<file path="config.mk">
export PLATFORM = sky130hd
export DESIGN_NAME = rx_lane_deserializer
export DESIGN_NICKNAME = d
export VERILOG_FILES = /design/src/rtl/rx_lane_deserializer.sv
export SDC_FILE = /design/constraint.sdc
export NUM_CORES = 1
export LEC_CHECK = 0
export ABC_AREA = 1
export CAP_MARGIN = 20
export CORE_ASPECT_RATIO = 0.8
export CORE_MARGIN = 1.5
export CORE_UTILIZATION = 50
export DETAILED_ROUTE_END_ITERATION = 6
export PLACE_DENSITY_LB_ADDON = 0.05
export SETUP_SLACK_MARGIN = 0.05
export SKIP_LAST_GASP = 1
export SLEW_MARGIN = 20
export SYNTH_ARGS = -nofsm -noshare
export SYNTH_HDL_FRONTEND = slang
export SYNTH_SLANG_ARGS = --single-unit
</file>
<file path="constraint.sdc">
create_clock -name clk -period 1.45 [get_ports clk]
set_input_delay 0.29 -clock clk [delete_from_list [all_inputs] [get_ports clk]]
set_output_delay 0.29 -clock clk [all_outputs]
set_load 0.02 [all_outputs]
</file>
<file path="src/rtl/rx_lane_deserializer.sv">
// ============================================================================
// rx_lane_deserializer : per-lane serial-to-word receive front end (COM align,
// COM/IDL strip, 32-bit packing). Optional macro: RX_BYTE_COUNT_EN.
// Revision: 1.0
// ============================================================================
`default_nettype none

module rx_lane_deserializer #(
    parameter logic [7:0]  COM_SYM     = 8'hBC,
    parameter logic [7:0]  IDL_SYM     = 8'h7C,
    parameter int unsigned ALIGN_COUNT = 4
) (
    input  logic        clk,
    input  logic        reset,
    input  logic        data_in,
    output logic [31:0] lane_out,
    output logic        valid_out,
    output logic        lock_out
`ifdef RX_BYTE_COUNT_EN
    ,
    output logic [15:0] byte_cnt_out
`endif
);

    localparam logic [1:0] c_SEARCH = 2'd0;
    localparam logic [1:0] c_ALIGN  = 2'd1;
    localparam logic [1:0] c_LOCKED = 2'd2;

    localparam logic [3:0] c_ALIGN_CNT = 4'(ALIGN_COUNT);

    logic [1:0]  r_state;
    logic [7:0]  r_sr;
    logic [2:0]  r_bit_cnt;
    logic [3:0]  r_com_cnt;
    logic [1:0]  r_byte_idx;
    logic [23:0] r_acc;

    logic [7:0]  w_cand;
    logic        w_boundary;
    logic        w_is_com;
    logic        w_is_idl;
    logic        w_data_accept;
    logic [3:0]  w_com_next;

    // The candidate byte includes the bit being sampled on this edge.
    assign w_cand        = {r_sr[6:0], data_in};
    assign w_boundary    = (r_bit_cnt == 3'd7);
    assign w_is_com      = (w_cand == COM_SYM);
    assign w_is_idl      = (w_cand == IDL_SYM);
    assign w_com_next    = r_com_cnt + 4'd1;
    assign w_data_accept = (r_state == c_LOCKED) && w_boundary && !w_is_com && !w_is_idl;

    always_ff @(posedge clk) begin
        if (!reset) begin
            r_state    <= c_SEARCH;
            r_sr       <= 8'd0;
            r_bit_cnt  <= 3'd0;
            r_com_cnt  <= 4'd0;
            r_byte_idx <= 2'd0;
            r_acc      <= 24'd0;
            lane_out   <= 32'd0;
            valid_out  <= 1'b0;
            lock_out   <= 1'b0;
        end else begin
            r_sr      <= w_cand;
            valid_out <= 1'b0;
            case (r_state)
                c_SEARCH: begin
                    if (w_is_com) begin
                        r_bit_cnt <= 3'd0;
                        r_com_cnt <= 4'd1;
                        r_state   <= c_ALIGN;
                    end
                end
                c_ALIGN: begin
                    r_bit_cnt <= r_bit_cnt + 3'd1;
                    if (w_boundary) begin
                        if (w_is_com) begin
                            r_com_cnt <= w_com_next;
                            if (w_com_next == c_ALIGN_CNT) begin
                                r_state  <= c_LOCKED;
                                lock_out <= 1'b1;
                            end
                        end else begin
                            r_com_cnt <= 4'd0;
                            r_state   <= c_SEARCH;
                        end
                    end
                end
                c_LOCKED: begin
                    r_bit_cnt <= r_bit_cnt + 3'd1;
                    if (w_data_accept) begin
                        // The fourth byte goes straight to the output; byte_idx wraps to 0.
                        case (r_byte_idx)
                            2'd0: r_acc[23:16] <= w_cand;
                            2'd1: r_acc[15:8]  <= w_cand;
                            2'd2: r_acc[7:0]   <= w_cand;
                            default: begin
                                lane_out  <= {r_acc, w_cand};
                                valid_out <= 1'b1;
                            end
                        endcase
                        r_byte_idx <= r_byte_idx + 2'd1;
                    end
                end
                default: r_state <= c_SEARCH;
            endcase
        end
    end

`ifdef RX_BYTE_COUNT_EN
    always_ff @(posedge clk) begin
        if (!reset) begin
            byte_cnt_out <= 16'd0;
        end else if (w_data_accept && (byte_cnt_out != 16'hFFFF)) begin
            byte_cnt_out <= byte_cnt_out + 16'd1;
        end
    end
`endif

endmodule

`default_nettype wire
</file>
Word level (Yosys, flattened, before mapping)
Index checks and enable logic that the tools add are counted.
Operators by class
  $add $sub $neg: 3
  equality and inequality tests: 11
  muxes and demuxes: 12
  bitwise gates (word level): 2
  reductions and logical operators: 21
Operators with widths (number)
  $reduce_and 3->1: 6
  $mux 4: 3
  $eq 8x7->1 const B: 1
  $eq 8x8->1 const B: 1
  $mux 2: 4
  $pmux 4 s2: 1
  $reduce_and 4->1: 2
  $pmux 2 s3: 1
  $pmux 3 s2: 1
  $add 4x1->4 const B: 1
  $eq 2x1->1 const B: 2
  $eq 2x2->1 const B: 2
  $eq 4x3->1 const B: 1
  $logic_not 2->1: 2
  $ne 2x2->1 const B: 2
  $reduce_and 2->1: 2
  $reduce_bool 2->1: 2
  $add 3x1->3 const B: 1
  $eq 3x3->1 const B: 1
  $logic_and 1x1->1: 3
  $mux 3: 1
  $ne 3x3->1 const B: 1
  $reduce_or 3->1: 1
  $add 2x1->2 const B: 1
  4 further kinds: 6
Word-level totals
  register bits after elaboration: 76
  input port bits: 3
  output and inout bits: 34

Depth between registers and ports, before layout
  depth in word-level cells: 6
  mapped depth: 10
  depth with buffers taken out: 10

Worst setup path before layout
OpenSTA, ideal clock, no wires.
  path type: reg-to-reg
  start point: reg r_bit_cnt[0]
  end point: reg r_state[0]
  setup time: 0.115 ns
  arrival: 1.383 ns
  required time: 1.335 ns
  slack: -0.048 ns
  cell stages (with the launch flop): 9
  clock period less this slack: 1.498 ns
  path through: dfxtp_1 ha_1 ha_1 or2_2 buf_1 nand2_1 nor2_1 a21oi_1 nor2_1
Between the ends
  longest elaborated chain between the ends: 3
RTL lines
  start, declared: line 33  | logic [2:0] r_bit_cnt;
  start signal, assigned: line 76  | r_bit_cnt <= r_bit_cnt + 3'd1;
  start signal, assigned: line 91  | r_bit_cnt <= r_bit_cnt + 3'd1;
  $eq 3x3->1: line 47  | assign w_boundary = (r_bit_cnt == 3'd7);
  $ne 2x2->1 (no source line)
  $reduce_and 4->1 (no source line)
  end signal, assigned: line 55  | r_state <= c_SEARCH;
  end signal, assigned: line 72  | r_state <= c_ALIGN;
  end signal, assigned: line 81  | r_state <= c_LOCKED;
  end, declared: line 31  | logic [1:0] r_state;
No other way between the ends.
A chain may end at the register's enable or synchronous reset.

Worst setup path after layout
  start point: reg r_bit_cnt[0]
  end point: reg r_acc[18]
Between the ends
  longest elaborated chain between the ends: 5
RTL lines
  $eq 3x3->1: line 47
  $logic_and 1x1->1 (3 in series): line 51  | assign w_data_accept = (r_state == c_LOCKED) && w_boundary && !w_is_com && !w_is_idl;
  $reduce_and 3->1 (no source line)
  end signal, assigned: line 95  | 2'd0: r_acc[23:16] <= w_cand;
  end, declared: line 36  | logic [23:0] r_acc;
No other way between the ends.

==> impl_metrics.py <==
metrics = {
    "synthesis": {
        "synth.top_cells.by_count": "sky130_fd_sc_hd__nand2_1, sky130_fd_sc_hd__nor2_1, sky130_fd_sc_hd__dfxtp_1, sky130_fd_sc_hd__inv_1, sky130_fd_sc_hd__ha_1",
        "synth-edff-count": 0,
        "synth_register_bits": 76,
        "yosysTopAreaCell": "sky130_fd_sc_hd__dfxtp_1",
        "syn-mean-instance-area_um2": 6.75,
        "synthMostInstantiatedCell": "sky130_fd_sc_hd__nand2_1",
        "yosys_most_used_dff": "sky130_fd_sc_hd__dfxtp_1",
        "synth_warnings": 0,
        "synth-seq-area-share": 0.457,
        "count_of_distinct_cell_types_in_the_synthesized_netlist": 24,
        "synth_fp_nets": 507,
        "ys_async_sr_fraction": 0,
        "post_synth_instance_area_um2": 3330,
        "syn_inst": 493,
        "yosysTopAreaCellShare": 0.457,
        "synth.area.top_cells": "sky130_fd_sc_hd__dfxtp_1, sky130_fd_sc_hd__nand2_1, sky130_fd_sc_hd__nor2_1",
    },
    "die": {
        "start_util": 0.519,
        "die-area_um2": 7160,
        "die-width_um": 94.2,
        "num_io_pins": 37,
        "placementRows": 26,
        "floorplan.core_area_um2": 6410,
        "die_height_um": 76.0,
    },
    "cells_and_area": {
        "finalNetCount": 580,
        "final_cell_count_no_fill": 655,
        "layout.cell_area.non_filler_um2": 4830,
        "layout-area-overhead-vs-synth_pct": 45.2,
        "post_route_cells_drive_above_1_share": 0.270,
        "antenna_cells_inserted": 0,
    },
    "clock_network": {
        "cts_inserted_buffers": 9,
        "clock_insertion_delay_worst_skew_ns": 0.36,
        "htree_num_levels": 3,
        "cts.sink_count": 76,
        "cts_hold_buffers": 0,
        "clk_pin_slew_worst_paths_ns": 0.08,
        "cts_tree": "yes",
        "clk_path_buf_depth": 2,
        "ctsRootBufferMaster": "sky130_fd_sc_hd__clkbuf_8",
    },
    "global_routing": {
        "track_usage": 0.246,
        "grt-busiest-layer": "met2",
        "grt_start_max_net_pins": 30,
        "use_met2": 0.382,
        "use_met1": 0.334,
        "globalRouteOverflowTotal": 0,
        "wire_length_of_the_first_global_routing_pass_mm": 13.6,
        "grtUsageMet3": 0.0689,
        "first_global_vias": 2840,
        "number_of_antenna_violations_at_the_first_check_in_global_routing": 0,
    },
    "power_and_ir_drop": {
        "p_switching_uw": 850,
        "swShare": 0.214,
        "internal-power_uw": 3130,
        "power.combinational.fraction": 0.021,
        "p_leak_uw": 0.00263,
        "power_density_nw_per_um2": 823,
        "ir_drop_mv": 0.651,
        "sequentialPowerShare": 0.526,
        "clockPowerShare": 0.453,
    },
    "sta": {
        "period_needed_ns": 1.56,
        "max_slew.worst_pin.slew_ns": 0.252,
        "final_critical_path_setup_slack_ns": -0.111,
        "tns_ns": -2.11,
        "fin_crit_sh": 1.08,
        "achievable-frequency_ghz": 0.641,
        "hold_viol_final": 0,
        "total_of_endpoints_with_negative_setup_slack_in_the_final_report": 55,
        "worst_clock_skew_on_the_final_layout_ns": 0.00777,
        "timing.final.max_slew_violations": 0,
        "whs_ns": 0.278,
        "slew_headroom": 0.832,
        "grt_setup_unrepaired": "true",
    },
    "detailed_routing": {
        "route.detailed.wl_per_inst_um": 13.9,
        "first_iter_violations": 171,
        "first_pass_iteration_count_of_the_detailed_router": 5,
        "viasPerCell": 4.78,
        "route.detailed.drc": 0,
        "finalWirelength_mm": 9.11,
        "count_of_nets_left_with_antenna_violations_after_detail_routing": 0,
        "route.vias.total": 3133,
    },
    "hold_path": {
        "worstHoldPathCells": 3,
        "holdCritPathClass": "primary input to flip-flop",
    },
    "placed_design": {
        "hpwl_mm": 4.39,
        "routabilityCongestion": 0.851,
        "port_buffers": 36,
        "placed_cells": 619,
        "place_area_um2": 3940,
    },
    "critical_path": {
        "worst-path-max-fanout": 8,
        "worst-setup-path-type": "flip-flop to flip-flop",
        "setup.worst_path.end_class": "flip-flop",
        "crit_slowest_cell": "sky130_fd_sc_hd__dfxtp_2",
        "timing.critical_path.required_ns": 1.73,
        "cp.buffers_inverters": 3,
        "cpMostUsedCell": "sky130_fd_sc_hd__ha_4",
        "cp_top_family": "simple AND/OR/NAND/NOR gates",
        "setup.worst_path.start_class": "flip-flop",
        "arrival_time_at_the_worst_endpoint_ns": 1.84,
        "path_depth": 10,
        "reg2reg_path_depth": 10,
        "cp_slowest_stage_delay_ns": 0.36,
        "crit_path_cell_trace": "ha_4, ha_4, nand2_4, inv_4, buf_6, nand4_4, buf_12, nand2_2, nand2_1, nor2_1",
    },
    "status": {
        "violations": "setup timing",
        "result_of_the_run": "finished with violations",
    },
    "job": {
        "max_cap_violations": 0,
    },
}
## worst reg2reg max path: cells and delay by family (launching register included)
family,cells,cell delay [ns]
buffers and inverters,3,0.40
adder cells (fa/ha/maj),2,0.27
flip-flops,1,0.36
AND/OR/NAND/NOR,5,0.47
## metrics by stage
stage	setup WS, ns	total power, uW	util
2_1_floorplan	0.0582	2180	-
3_3_place_gp	-0.396	2220	0.615
3_5_place_dp	-0.453	2220	0.615
4_1_cts	-0.0548	3990	0.702
5_1_grt	-0.143	4090	0.754
6_report	-0.111	3980	0.754
## cell usage in the layout, fill, tap and decap left out, drive strengths merged
cell           n
ha            11
a21oi          8
dlygate4sd2   35
nor2         129
o21ai          8
nand3          9
inv           79
nor3           1
buf           42
dfxtp         76
nand2        144
clkbuf        16
nand3b         1
nand4          5
bufinv         2
clkinv         1
a31oi          1
clkinvlp       1
or2            2
## logic make-up after synthesis
group / count (synthesis) / synth area share
and+or+nand+nor: 291 / 0.351
buffers and inverters: 98 / 0.124
AOI/OAI and AO/OA: 17 / 0.0259
adders and majority gates: 11 / 0.0414
DFF: 76 / 0.457
## layer usage
metal  up-vias  wire (um)
li1       1594          -
met1      1414       3930
met2       107       4450
met3        18        562
met4         0        168
met5         -          0
## worst paths after layout
kind	startpoint	to	slack, ns
max reg2reg	r_bit_cnt[0]$_SDFFE_PN0P_	r_acc[18]$_SDFFE_PN0P_	-0.11
max	r_bit_cnt[0]$_SDFFE_PN0P_	r_acc[18]$_SDFFE_PN0P_	-0.11
min reg2reg	lock_out$_SDFFE_PN0P_	lock_out$_SDFFE_PN0P_	0.48
min	reset	r_byte_idx[0]$_SDFFE_PN0P_	0.28
## power groups by stage
| stage | Sequential (uW) | Combinational (uW) | Clock (uW) |
|---|---|---|---|
| 2_1_floorplan | 2140 | 36.2 | 0 |
| 3_3_place_gp | 2140 | 77.2 | 0 |
| 3_5_place_dp | 2140 | 76.9 | 0 |
| 6_report | 2090 | 84.1 | 1800 |
| 5_1_grt | 2090 | 88.8 | 1910 |
| 4_1_cts | 2090 | 77.8 | 1820 |
## layout make-up
cell class | count | area, um^2
clock buffer | 12 | 145
clock inverter | 4 | 72.6
fill | 449 | 1580
inverter | 79 | 299
multi-input combinational | 319 | 1750
sequential | 76 | 1540
tap | 84 | 105
timing repair buffer | 81 | 923
## registers in the layout (all words and copies together), names as in the netlist
| name | cells |
|---|---|
| lane_out | 32 |
| lock_out | 1 |
| r_acc | 24 |
| r_bit_cnt | 3 |
| r_byte_idx | 2 |
| r_com_cnt | 4 |
| r_sr | 7 |
| r_state | 2 |
| valid_out | 1 |
## timing repair
action	in CTS	in global routing
pin swaps	7	21
setup endpoints to repair	95	68
setup buffers	9	3
resized for setup	80	77
gates cloned	6	4
(Power assumes the default switching activity.)
